## src/rtl/serial_add_ctrl.sv

```systemverilog
// Bit-serial adder sequencer: loads two WIDTH-bit operands, adds one bit pair per cycle.
// Optional SERIAL_ADD_OVF_EN adds a registered signed-overflow output (ovf).
module serial_add_ctrl #(
    parameter int unsigned WIDTH = 8
) (
    input  logic             clk,
    input  logic             rst,
    input  logic             start,
    input  logic [WIDTH-1:0] op_a,
    input  logic [WIDTH-1:0] op_b,
    input  logic             cin_init,
    output logic             busy,
    output logic             done,
    output logic [WIDTH-1:0] result,
    output logic             carry_out
`ifdef SERIAL_ADD_OVF_EN
    ,
    output logic             ovf
`endif
);

    localparam int unsigned CntW = $clog2(WIDTH);
    localparam logic [CntW-1:0] CntLast = CntW'(WIDTH - 1);

    typedef enum logic [1:0] {StIdle, StRun, StDone} state_e;

    state_e            state_q, state_d;
    logic [WIDTH-1:0]  sh_a_q, sh_a_d;
    logic [WIDTH-1:0]  sh_b_q, sh_b_d;
    logic [WIDTH-1:0]  sh_sum_q, sh_sum_d;
    logic [WIDTH-1:0]  result_q, result_d;
    logic [CntW-1:0]   cnt_q, cnt_d;
    logic              carry_q, carry_d;
    logic              carry_out_q, carry_out_d;
    logic              fa_sum, fa_cout;
`ifdef SERIAL_ADD_OVF_EN
    logic              ovf_q, ovf_d;
`endif

    // Full adder cell on the current LSB pair and the registered carry.
    always_comb begin
        fa_sum  = sh_a_q[0] ^ sh_b_q[0] ^ carry_q;
        fa_cout = (sh_a_q[0] & sh_b_q[0]) | (carry_q & (sh_a_q[0] ^ sh_b_q[0]));
    end

    always_comb begin
        state_d     = state_q;
        sh_a_d      = sh_a_q;
        sh_b_d      = sh_b_q;
        sh_sum_d    = sh_sum_q;
        result_d    = result_q;
        cnt_d       = cnt_q;
        carry_d     = carry_q;
        carry_out_d = carry_out_q;
`ifdef SERIAL_ADD_OVF_EN
        ovf_d       = ovf_q;
`endif
        unique case (state_q)
            StIdle: begin
                if (start) begin
                    sh_a_d  = op_a;
                    sh_b_d  = op_b;
                    carry_d = cin_init;
                    cnt_d   = '0;
                    state_d = StRun;
                end
            end
            StRun: begin
                sh_sum_d = {fa_sum, sh_sum_q[WIDTH-1:1]};
                carry_d  = fa_cout;
                sh_a_d   = sh_a_q >> 1;
                sh_b_d   = sh_b_q >> 1;
                cnt_d    = cnt_q + 1'b1;
                if (cnt_q == CntLast) begin
                    result_d    = {fa_sum, sh_sum_q[WIDTH-1:1]};
                    carry_out_d = fa_cout;
`ifdef SERIAL_ADD_OVF_EN
                    // carry_q is the carry into the MSB on this final bit.
                    ovf_d       = carry_q ^ fa_cout;
`endif
                    cnt_d       = '0;
                    state_d     = StDone;
                end
            end
            StDone:  state_d = StIdle;
            default: state_d = StIdle;
        endcase
    end

    always_ff @(posedge clk) begin
        if (rst) begin
            state_q     <= StIdle;
            sh_a_q      <= '0;
            sh_b_q      <= '0;
            sh_sum_q    <= '0;
            result_q    <= '0;
            cnt_q       <= '0;
            carry_q     <= 1'b0;
            carry_out_q <= 1'b0;
`ifdef SERIAL_ADD_OVF_EN
            ovf_q       <= 1'b0;
`endif
        end else begin
            state_q     <= state_d;
            sh_a_q      <= sh_a_d;
            sh_b_q      <= sh_b_d;
            sh_sum_q    <= sh_sum_d;
            result_q    <= result_d;
            cnt_q       <= cnt_d;
            carry_q     <= carry_d;
            carry_out_q <= carry_out_d;
`ifdef SERIAL_ADD_OVF_EN
            ovf_q       <= ovf_d;
`endif
        end
    end

    assign busy      = (state_q == StRun);
    assign done      = (state_q == StDone);
    assign result    = result_q;
    assign carry_out = carry_out_q;
`ifdef SERIAL_ADD_OVF_EN
    assign ovf       = ovf_q;
`endif

endmodule
```

## config.mk

```make
export PLATFORM = sky130hd
export DESIGN_NAME = serial_add_ctrl
export DESIGN_NICKNAME = d
export VERILOG_FILES = /design/src/rtl/serial_add_ctrl.sv
export SDC_FILE = /design/constraint.sdc
export NUM_CORES = 1
export LEC_CHECK = 0
export ABC_AREA = 1
export BUFFER_PORTS_ARGS = -buffer_cell sky130_fd_sc_hd__buf_4
export CORE_ASPECT_RATIO = 2
export CORE_MARGIN = 10
export CORE_UTILIZATION = 49
export DETAILED_ROUTE_END_ITERATION = 7
export GPL_ROUTABILITY_DRIVEN = 0
export PLACE_DENSITY = 0.78
export SETUP_SLACK_MARGIN = 0.5
export SLEW_MARGIN = 20
export SYNTH_ARGS = -nofsm -noshare
export SYNTH_HDL_FRONTEND = slang
export SYNTH_SLANG_ARGS = --single-unit
```

## constraint.sdc

```tcl
create_clock -name clk -period 1.3 [get_ports clk]
set_input_delay 0.13 -clock clk [delete_from_list [all_inputs] [get_ports clk]]
set_output_delay 0.13 -clock clk [all_outputs]
set_load 0.01 [all_outputs]
```

==> flow_summary_export.csv <==
group,metric,value,unit
job,cap_viol_max_count,0,
synth,syn-num-nets,290,
route,drcViolationCount,0,
finish,syn_to_final_growth,55.4,%
status,status,"finished clean",
setup_path,worstPathArrival,1.47,ns
synth,synth_compound_area_share,4.11,%
timing,setup_violations,0,
synth,synth_fa_ha_area_share,2.55,%
timing,rsz0062_at_grt,"yes",
route,routed_wl,5550,um
floorplanning,die_y,105,um
clock_tree,root_buffer,"clkbuf_8",
clock_tree,clockBufferDepth,2,
setup_path,slowest_delay,0.35,ns
timing,fmax,799,MHz
synth,synth_cell_types,18,
synth,ys_ff_latch,38,
pwr,p_switching,837,uW
clock_tree,cts-buffers-inserted,5,
synth,syn_area,1770,sq um
setup_path,path_cells,"buf_6, buf_12, nand2_8, buf_8, nand2_4, nand2_2, nor2_2, nor2_1",
global_routing,first_global_vias,1835,
clock_tree,clkTransAtPathRegs,0.07,ns
synth,ys_seq_area_share,43.1,%
global_routing,grt_start_max_net_pins,33,
pwr,p_leak,1.28,nW
pwr,p_sw_share,28.4,%
pwr,p_int,2.11,mW
global_routing,grt_overflow,0,
setup_path,worstSetupStartpointType,"flip-flop",
synth,synth_xor_area_share,0,%
synth,yosys_warnings,0,
global_routing,antenna_found_initial,0,
timing,slew-limit-headroom,76.2,%
route,wl_met2,3270,um
floorplanning,coreArea,3450,sq um
setup_path,crit_fanout,8,
finish,drive_gt1_share,43.2,%
route,firstDrtPassIters,4,
floorplanning,die_width,62.4,um
synth,syn_avg_cell_area,6.61,sq um
synth,yosys.area_share.simple,39.4,%
timing,slew_viol_final,0,
global_routing,grt_use_total,15.2,%
pwr,p_per_area,1070,nW/um^2
timing,worst-slew-pin-transition,0.355,ns
timing,hold_viol,0,
synth,synth.mux.area_fraction,0,%
floorplanning,die_area,6550,sq um
pwr,combPwrFrac,22.5,%
synth,syn-instance-count,267,
floorplanning,initial_core_util,51.1,%
clock_tree,ctsHoldBuffers,0,
setup_path,crit_required,1.52,ns
clock_tree,clock_latency,0.29,ns
timing,finClkSkew,0.00420,ns
pwr,power_frac_clock,33.8,%
placement,io_buffers,30,
route,drt_iter0_markers,70,
route,postRouteAntennaNets,0,
timing,tns,0,ns
clock_tree,h-tree-depth,2,
placement,dp_hpwl,2570,um
route,num_vias,1798,
floorplanning,pin_count,31,
timing,finalHoldWorstSlack,0.0712,ns
route,wl_per_cell,15.2,um
timing,period_share,96.2,%
synth,synth_top_family_by_area,"simple AND/OR/NAND/NOR gates",
clock_tree,cts_tree,"built",
pwr,seqPwrFrac,43.7,%
finish,nFillCells,220,
setup_path,endpoint_kind,"flip-flop",
clock_tree,cts.sinks,38,
floorplanning,std_cell_rows,30,
route,via_per_inst,4.93,
timing,fin_crit,1.25,ns
finish,diodes,0,
route,met3_length,285,um
setup_path,cp_slowest_cell,"dfxtp_4",
route,highest_layer,"met4",
finish,nNetsFinal,339,
setup_path,worstSetupPathType,"flip-flop to flip-flop",
global_routing,grt_pass1_wl,8180,um
worst_hold_path,hold_path.class,"primary input to flip-flop",
pwr,vdd_drop_max,1320,uV
route,wl_met1,1820,um
==> metal layers <==
layer  global-route usage (%)  up-vias
met4                     5.14        0
li1                         -      896
met2                     31.5       62
met3                     4.60       19
met5                        0        -
met1                     12.7      821
==> logic make-up after synthesis <==
group	count (synthesis)
simple gates	173
buf+inv	39
flops	38
compound gates	14
fa+ha+maj	3
==> power groups by stage <==
| stage | Clock (mW) | Sequential, mW | Combinational, mW |
|---|---|---|---|
| after floorplan | 0 | 1.29 | 0.304 |
| after global placement | 0 | 1.30 | 0.392 |
| after detailed placement | 0 | 1.30 | 0.401 |
| after CTS | 1.00 | 1.27 | 0.523 |
| after global routing | 1.06 | 1.29 | 0.721 |
| final | 0.996 | 1.29 | 0.664 |
==> registers in the layout (all words and copies together), names as in the netlist <==
signal and count:
cnt_q 3, sh_sum_q 7, carry_out 1, state_q 2, sh_b_q 8, result 8
sh_a_q 8, carry_q 1
==> cells in the final DEF, fill, tap and decap left out, types with 3 or more instances in the layout <==
| cell | n |
|---|---|
| nand2_2 | 16 |
| a21oi_2 | 3 |
| dfxtp_2 | 13 |
| nand3_1 | 3 |
| nand2_4 | 7 |
| o21ai_2 | 4 |
| dfxtp_1 | 23 |
| nor2_1 | 58 |
| buf_12 | 4 |
| nor2_4 | 10 |
| buf_4 | 27 |
| nand2_1 | 66 |
| nor2_2 | 10 |
| buf_6 | 15 |
| clkbuf_8 | 5 |
| inv_1 | 25 |
| o21ai_4 | 4 |
==> Yosys cell counts <==
cell type  number  area (sq um)
a21oi_1         5          25.0
buf_12          1          20.0
buf_2           5          25.0
buf_6           3          33.8
clkbuf_1        3          11.3
dfxtp_1        38           761
fa_1            1          20.0
ha_1            2          25.0
inv_1          25          93.8
inv_2           2          7.51
nand2_1        80           300
nand2_2        10          62.6
nand3_1         5          25.0
nor2_1         74           278
nor2_2          3          18.8
nor2_4          1          11.3
o21a_1          1          7.51
o21ai_0         8          40.0
==> metrics by stage <==
stage | instances | utilization, % | power, mW | area [sq um] | worst slack, ns
global route | 365 | 79.4 | 3.07 | 2740 | 0.000381
global placement | 339 | 59.9 | 1.69 | 2070 | 0.00410
CTS | 361 | 72.7 | 2.80 | 2510 | 0.0798
finish | 365 | 79.4 | 2.95 | 2740 | 0.0490
detailed placement | 339 | 59.9 | 1.70 | 2070 | 0.0189
floorplan | 267 | - | 1.60 | 1840 | 0.223
==> worst paths after layout <==
check             start        end  slack (ns)  depth (start not counted)
min reg2reg   sh_a_q[7]  sh_a_q[7]        0.48                          2
min                 rst  sh_a_q[7]        0.07                          2
max reg2reg  state_q[0]  sh_a_q[1]        0.05                          8
max          state_q[0]  sh_a_q[1]        0.05                          8
==> worst max-delay path: cells and delay by family, from the launching register on <==
kind          cells  cell delay [ns]
buf+inv           3             0.41
simple gates      5             0.41
flops             1             0.35
==> area by class of cell <==
cell class	instances	area [sq um]	share of cell area, %
Multi-Input combinational cell	193	1120	40.9
Sequential cell	38	785	28.6
Timing Repair Buffer	51	559	20.4
Inverter	27	109	3.97
Clock buffer	5	68.8	2.51
Tap cell	48	60.1	2.19
Clock inverter	3	40.0	1.46
==> timing repair <==
item                       in CTS  in global routing
gates cloned                    5                  2
pin swaps                      15                 27
gates resized for setup        55                 47
buffers inserted                9                  2
setup endpoints to repair      49                 49
Note: power is estimated with default switching activity, not from simulation.
